### src/rtl/adc_pkg.sv
// ---------------------------------------------------------------------------
// adc_pkg : shared types and helpers for the ADC block-averaging path. Rev 1.0
// ---------------------------------------------------------------------------
`default_nettype none

package adc_pkg;

  typedef enum logic [1:0] {
    IDLE = 2'd0,
    ACC  = 2'd1,
    HOLD = 2'd2
  } acc_state_t;

  // A block of 2^shift samples needs shift extra bits to stay exact.
  function automatic int sum_width(input int width, input int shift);
    return width + shift;
  endfunction

endpackage

`default_nettype wire

### src/rtl/sample_counter.sv
// ---------------------------------------------------------------------------
// sample_counter : SHIFT-bit block-length counter with terminal count. Rev 1.0
// ---------------------------------------------------------------------------
`default_nettype none

module sample_counter #(
  parameter int SHIFT = 4
) (
  input  logic             clk,
  input  logic             reset,
  input  logic             clear,
  input  logic             inc,
  output logic [SHIFT-1:0] count,
  output logic             terminal
);

  always_ff @(posedge clk or posedge reset) begin
    if (reset) begin
      count <= '0;
    end else if (clear) begin
      count <= '0;
    end else if (inc) begin
      count <= count + SHIFT'(1);
    end
  end

  // Terminal when count == N-1, i.e. all ones.
  assign terminal = (count == {SHIFT{1'b1}});

endmodule

`default_nettype wire

### src/rtl/block_accumulator.sv
// ---------------------------------------------------------------------------
// block_accumulator : exact sum of 2^SHIFT signed samples, valid/ready out. Rev 1.0
// ---------------------------------------------------------------------------
`default_nettype none

module block_accumulator
  import adc_pkg::*;
#(
  parameter int WIDTH = 16,
  parameter int SHIFT = 4
) (
  input  logic                   clk,
  input  logic                   reset,
  input  logic                   enable,
  input  logic [WIDTH-1:0]       in_data,
  input  logic                   in_valid,
  output logic                   in_ready,
  output logic [WIDTH+SHIFT-1:0] sum_data,
  output logic                   sum_valid,
  input  logic                   sum_ready,
  output logic [SHIFT-1:0]       count,
  output logic                   busy
);

  localparam int SW = sum_width(WIDTH, SHIFT);

  acc_state_t    state;
  acc_state_t    state_next;
  logic [SW-1:0] acc;
  logic [SW-1:0] sample_ext;
  logic [SW-1:0] acc_plus;
  logic          accept;
  logic          cnt_clear;
  logic          cnt_inc;
  logic          terminal;

  assign sample_ext = {{SHIFT{in_data[WIDTH-1]}}, in_data};
  assign acc_plus   = acc + sample_ext;
  assign in_ready   = enable && (state != HOLD);
  assign accept     = in_valid && in_ready;
  assign busy       = (state != IDLE);

  sample_counter #(
    .SHIFT (SHIFT)
  ) u_sample_counter (
    .clk      (clk),
    .reset    (reset),
    .clear    (cnt_clear),
    .inc      (cnt_inc),
    .count    (count),
    .terminal (terminal)
  );

  always_comb begin
    state_next = state;
    cnt_clear  = 1'b0;
    cnt_inc    = 1'b0;
    case (state)
      IDLE: begin
        if (accept) begin
          state_next = ACC;
          cnt_inc    = 1'b1;
        end
      end
      ACC: begin
        if (!enable) begin
          state_next = IDLE;
          cnt_clear  = 1'b1;
        end else if (accept) begin
          if (terminal) begin
            state_next = HOLD;
            cnt_clear  = 1'b1;
          end else begin
            cnt_inc = 1'b1;
          end
        end
      end
      HOLD: begin
        // A completed sum waits for the consumer regardless of enable.
        if (sum_ready) begin
          state_next = IDLE;
        end
      end
      default: begin
        state_next = IDLE;
        cnt_clear  = 1'b1;
      end
    endcase
  end

  always_ff @(posedge clk or posedge reset) begin
    if (reset) begin
      state     <= IDLE;
      acc       <= '0;
      sum_data  <= '0;
      sum_valid <= 1'b0;
    end else begin
      state     <= state_next;
      sum_valid <= (state_next == HOLD);
      if (state == IDLE) begin
        if (accept) begin
          acc <= sample_ext;
        end
      end else if (state == ACC) begin
        if (!enable) begin
          acc <= '0;
        end else if (accept) begin
          acc <= terminal ? '0 : acc_plus;
        end
      end
      if ((state == ACC) && accept && terminal) begin
        sum_data <= acc_plus;
      end
    end
  end

endmodule

`default_nettype wire

### config.mk
export PLATFORM = sky130hd
export DESIGN_NAME = block_accumulator
export DESIGN_NICKNAME = d
export VERILOG_FILES = /design/src/rtl/adc_pkg.sv /design/src/rtl/sample_counter.sv /design/src/rtl/block_accumulator.sv
export SDC_FILE = /design/constraint.sdc
export NUM_CORES = 1
export LEC_CHECK = 0
export CAP_MARGIN = 20
export CORE_UTILIZATION = 30
export CTS_CLUSTER_SIZE = 10
export DETAILED_ROUTE_END_ITERATION = 10
export GPL_ROUTABILITY_DRIVEN = 0
export PLACE_DENSITY_LB_ADDON = 0.1
export SYNTH_ARGS = -nofsm -noshare
export SYNTH_HDL_FRONTEND = slang
export SYNTH_SLANG_ARGS = --single-unit
### constraint.sdc
create_clock -name clk -period 5.45 [get_ports clk]
set_clock_uncertainty 0.1 [all_clocks]
set_input_delay 1.09 -clock clk [delete_from_list [all_inputs] [get_ports clk]]
set_output_delay 1.09 -clock clk [all_outputs]
set_load 0.03 [all_outputs]
Word level (Yosys, flattened, before mapping)
Index checks and enable logic that the tools add are counted.

Register bits: 47. Output and inout port bits: 27. Word-level logic and storage cells: 47.

Reductions and logical operators: 10. Equality and inequality tests: 7. Add/sub/neg operators: 2. Mux-type cells: 23.

Operators by type and width (count): 2-to-1 mux 20 bit (6); adder 20 bit (1); 2-to-1 mux 2 bit (5); 2-to-1 mux 4 bit (2); 2-to-1 mux 1 bit (7); case mux 2 bit (3 select lines) (1); nonzero test 2 bit (3); adder 4 x 1 -> 4 bit, second input constant (1); == test 2 bit, second input constant (2); == test 4 bit, second input constant (1); logical AND 1 bit (4); inequality test 2 bit, second input constant (2); case mux 1 bit (2 select lines) (2); inequality test 3 bit, second input constant (1); AND reduction 3 bit (1); == test 2 x 1 -> 1 bit, second input constant (1); logical NOT 2 bit (1); OR reduction 2 bit (1).

Longest topological paths before layout
Word-level depth: 8. Mapped depth: 10.

Modules after synthesis
A second synthesis with hierarchy kept.

Cell total of the unflattened synthesis: 357. Area, all modules: 3228.1 µm².

Modules (own cells, without submodules): block_accumulator (seq. area each 1076.0 µm², cells each 339, times used 1, area an instance 3025.4 µm²); sample_counter (seq. area each 100.1 µm², cells each 18, times used 1, area an instance 202.7 µm²).

Worst setup path before layout
Ideal clock, no wire load.

Kind: input to output. Start: input enable. End: output in_ready. Cell stages on the path: 1. Slack: 2.451 ns. Data required time: 4.260 ns. Data arrival time: 1.809 ns. Path through: a21boi_0.

Longest elaborated chain between the ends: 1.

RTL lines: from (decl) (line block_accumulator.sv:14) `input logic enable,`; logical AND 1 bit (line block_accumulator.sv:39) `assign in_ready = enable && (state != HOLD);`; to (decl) (line block_accumulator.sv:17) `output logic in_ready,`.

Every way passes these cells.

Worst setup path in the final report
Ends and elaborated chain as after synthesis.

==> results.md <==
- Status: finished, final reports clean
- Via density: approximately 5.2
- TritonCTS clock tree: built
- Final hold viol count: 0
- Net count, final: 437
- Avg Cell Area, Syn: a little under 9 sq um
- Slowest CP cell: clkdlybuf4s50_1
- Critical path buffers and inverters: 2
- Most common cell after layout, fill and taps aside: nand2_1
- Endpoints failing setup: 0
- I/O Pins: 48
- ANT cells: 0
- Clock sinks: 47
- Initial Utilization: a little under a third
- Most frequent cells in the layout: nand2_1, dfrtp_1, clkdlybuf4s50_1
- Initial antenna violation count: 0
- CP top delay family: buffers and inverters
- Fin crit period: roughly 3.8 ns
- Deepest clock path buffer count: 2
- Global-route congestion overflow total: 0
- Met1 wire length: 3870 um
- Layout cell share with drive strength beyond 1: around 5.6%
- Die Area: 10700 sq um
- Drt drc: 0
- Net Count, Synth: around 400
- Post-CTS repair timing setup buffer count: 0
- Slew @ Worst Pin: about 0.93 ns
- CP cell instances: clkdlybuf4s50_1 -> a21boi_0 -> clkdlybuf4s50_1
- Post-synth top area cell: dfrtp_1
- WL per Instance: 15.9 um
- Final period util: between 60% and 70%
- Register area share after synthesis: between 30% and 40%
- Max Freq: ~260 MHz
- Max transition margin: 38.1%
- WS Path Type: primary input to output port
- WP data required: approximately 4.3 ns
- Synth-to-Final Area Change: 23.8%
- Top cell type's share of synthesized area: 38.1%
- Die Height: around 100 um
- WL met3: 388 um
- Pins over their slew limit: 0
- Drt first pass iters: 4
- Cts hold-fix bufs: 0
- Worst-path clk slew: approximately 0.1 ns
- PortBufs: 47
- Top layer in use: met4
- First-pass GRT wire length: 13900 um
- Routed Antenna Nets: 0
- HPWL Detailed: around 6000 um
- Seq cells post-synth: 47
- DR vias: 2756
- GRT Total Usage: between 10% and 20%
- Largest net degree at the start of global routing: between 40 and 50
- WL met2: 4070 um
- Post-synth EDFFs: 0
- Setup crit start kind: primary input
- Cell Area, Synth: between 3000 and 4000 sq um
- Asr flop ratio synth: 100%
- Min-delay worst type: flop to flop
- Post-synth cell types: 46
- Critical Path AT: between 2 and 3 ns
- Htree depth: 2
- Initial DRC Count: 99
- Post-CTS Resized: 0
- Syn Inst Count: ~360
- Yosys warns: 0
- CP max stage delay: approximately 0.7 ns
- Setup crit end kind: output port
- CTS buffer count: 5
- Cell Rows: 36
- Pwr Total: 1.26 mW
- Worst-Skew Late Latency: between 0.3 and 0.4 ns
- Leak: about 1.7 nW
- Maximum vdd drop: around 0.12 mV
- RSZ-0062 raised after global routing: no
- Cell mode on critical path: clkdlybuf4s50_1
- Total negative slack: 0 ns
- Max FO, Critical Path: 7
- Number of global-route vias before repair: 2716
- P per Cell Area: about 330 nW/um^2
- Routed WL: 8420 um
- Top FF cell, synth: dfrtp_1
- CTS root buf: clkbuf_8
- DIE WIDTH: roughly 100 um
- Area contributors post-synth: dfrtp_1, ha_1, nand2_1
- Max Cap Viol: 0
- Core area: between 9000 and 10000 sq um
[report_power, final]
| group | switching (mW) | internal [mW] | total (mW) |
|---|---|---|---|
| registers | 0.0373 | 0.394 | 0.431 |
| logic | 0.302 | 0.211 | 0.513 |
| clock network | 0.128 | 0.184 | 0.311 |
[state kept, by name (all words and copies together) (netlist names)]
register                flops
u_sample_counter.count      4
state                       2
acc                        20
sum_data                   20
sum_valid                   1
[metrics by stage]
| step | worst slack [ns] | util (%) | hold slack, ns | instances | cell area [sq um] |
|---|---|---|---|---|---|
| final | 1.66 | 38.7 | 0.383 | 529 | 3820 |
| after global placement | 1.72 | 37.2 | 0.363 | 520 | 3670 |
| after global routing | 1.58 | 38.7 | 0.412 | 529 | 3820 |
| after floorplan | 2.45 | - | 0.354 | 356 | 3090 |
| after detailed placement | 1.65 | 37.2 | 0.370 | 520 | 3670 |
| after CTS | 1.65 | 38.5 | 0.391 | 528 | 3800 |
[worst register-to-register path, delay by kind of cell (launching register included)]
| kind | cells | cell delay (ns) |
|---|---|---|
| flops | 1 | 0.47 |
| compound gates | 1 | 0.20 |
| simple gates | 3 | 1.05 |
| buf+inv | 1 | 0.49 |
| fa+ha+maj | 1 | 0.23 |
[synthesized netlist by cell type, types with 3 or more instances]
library cell  instances
a21boi_0              4
a21o_1               10
a21oi_1              26
a221oi_1              3
a31o_2                4
a31oi_1               3
and3_1                4
buf_2                 4
clkbuf_1             14
dfrtp_1              47
ha_1                 20
inv_1                11
mux2i_1               7
nand2_1              54
nand3_1              16
nor2_1               24
nor2b_1               3
nor3_1                4
o211ai_1             12
o21a_1                9
o21ai_0              25
o22ai_1               3
o31ai_1               6
xnor2_1               7
xor2_1                5
[layer usage]
metal  global-route usage [%]  up-vias
met3                     3.02        7
met4                     4.66        0
met2                     28.4       46
met5                        0        -
li1                         -     1377
met1                     22.9     1326
[cell families (layout without fill, tap and decap cells)]
logic type	Yosys count	count (layout)	share of synthesized area [%]
adders and majority gates	21	21	8.76
and+or+nand+nor	120	120	17.6
muxes	9	9	3.00
buffers and inverters	29	69	3.69
xor gates and xnor gates	12	12	3.40
AOI/OAI and AO/OA	118	118	25.5
DFF	47	47	38.1
[worst paths after layout]
check | startpoint | to | slack, ns | depth (start not counted)
max in group asynchronous | reset | sum_data[13]$_DFFE_PP0P_ | 3.74 | 3
min | sum_data[4]$_DFFE_PP0P_ | sum_data[4]$_DFFE_PP0P_ | 0.38 | 2
min reg2reg | sum_data[4]$_DFFE_PP0P_ | sum_data[4]$_DFFE_PP0P_ | 0.38 | 2
max reg2reg | u_sample_counter.count[0]$_DFFE_PP0P_ | sum_data[19]$_DFFE_PP0P_ | 2.81 | 6
max | enable | in_ready | 1.66 | 3
min in group asynchronous | reset | acc[1]$_DFFE_PP0P_ | 0.99 | 2
[layout make-up]
class                           count  area (sq um)
Inverter                           11          41.3
Clock buffer                        6          72.6
Sequential cell                    47          1180
Timing Repair Buffer               50           505
Fill cell                        1002          6040
Multi-Input combinational cell    280          1800
Tap cell                          133           166
Clock inverter                      2          60.1
Note: power is estimated with default switching activity, not from simulation.
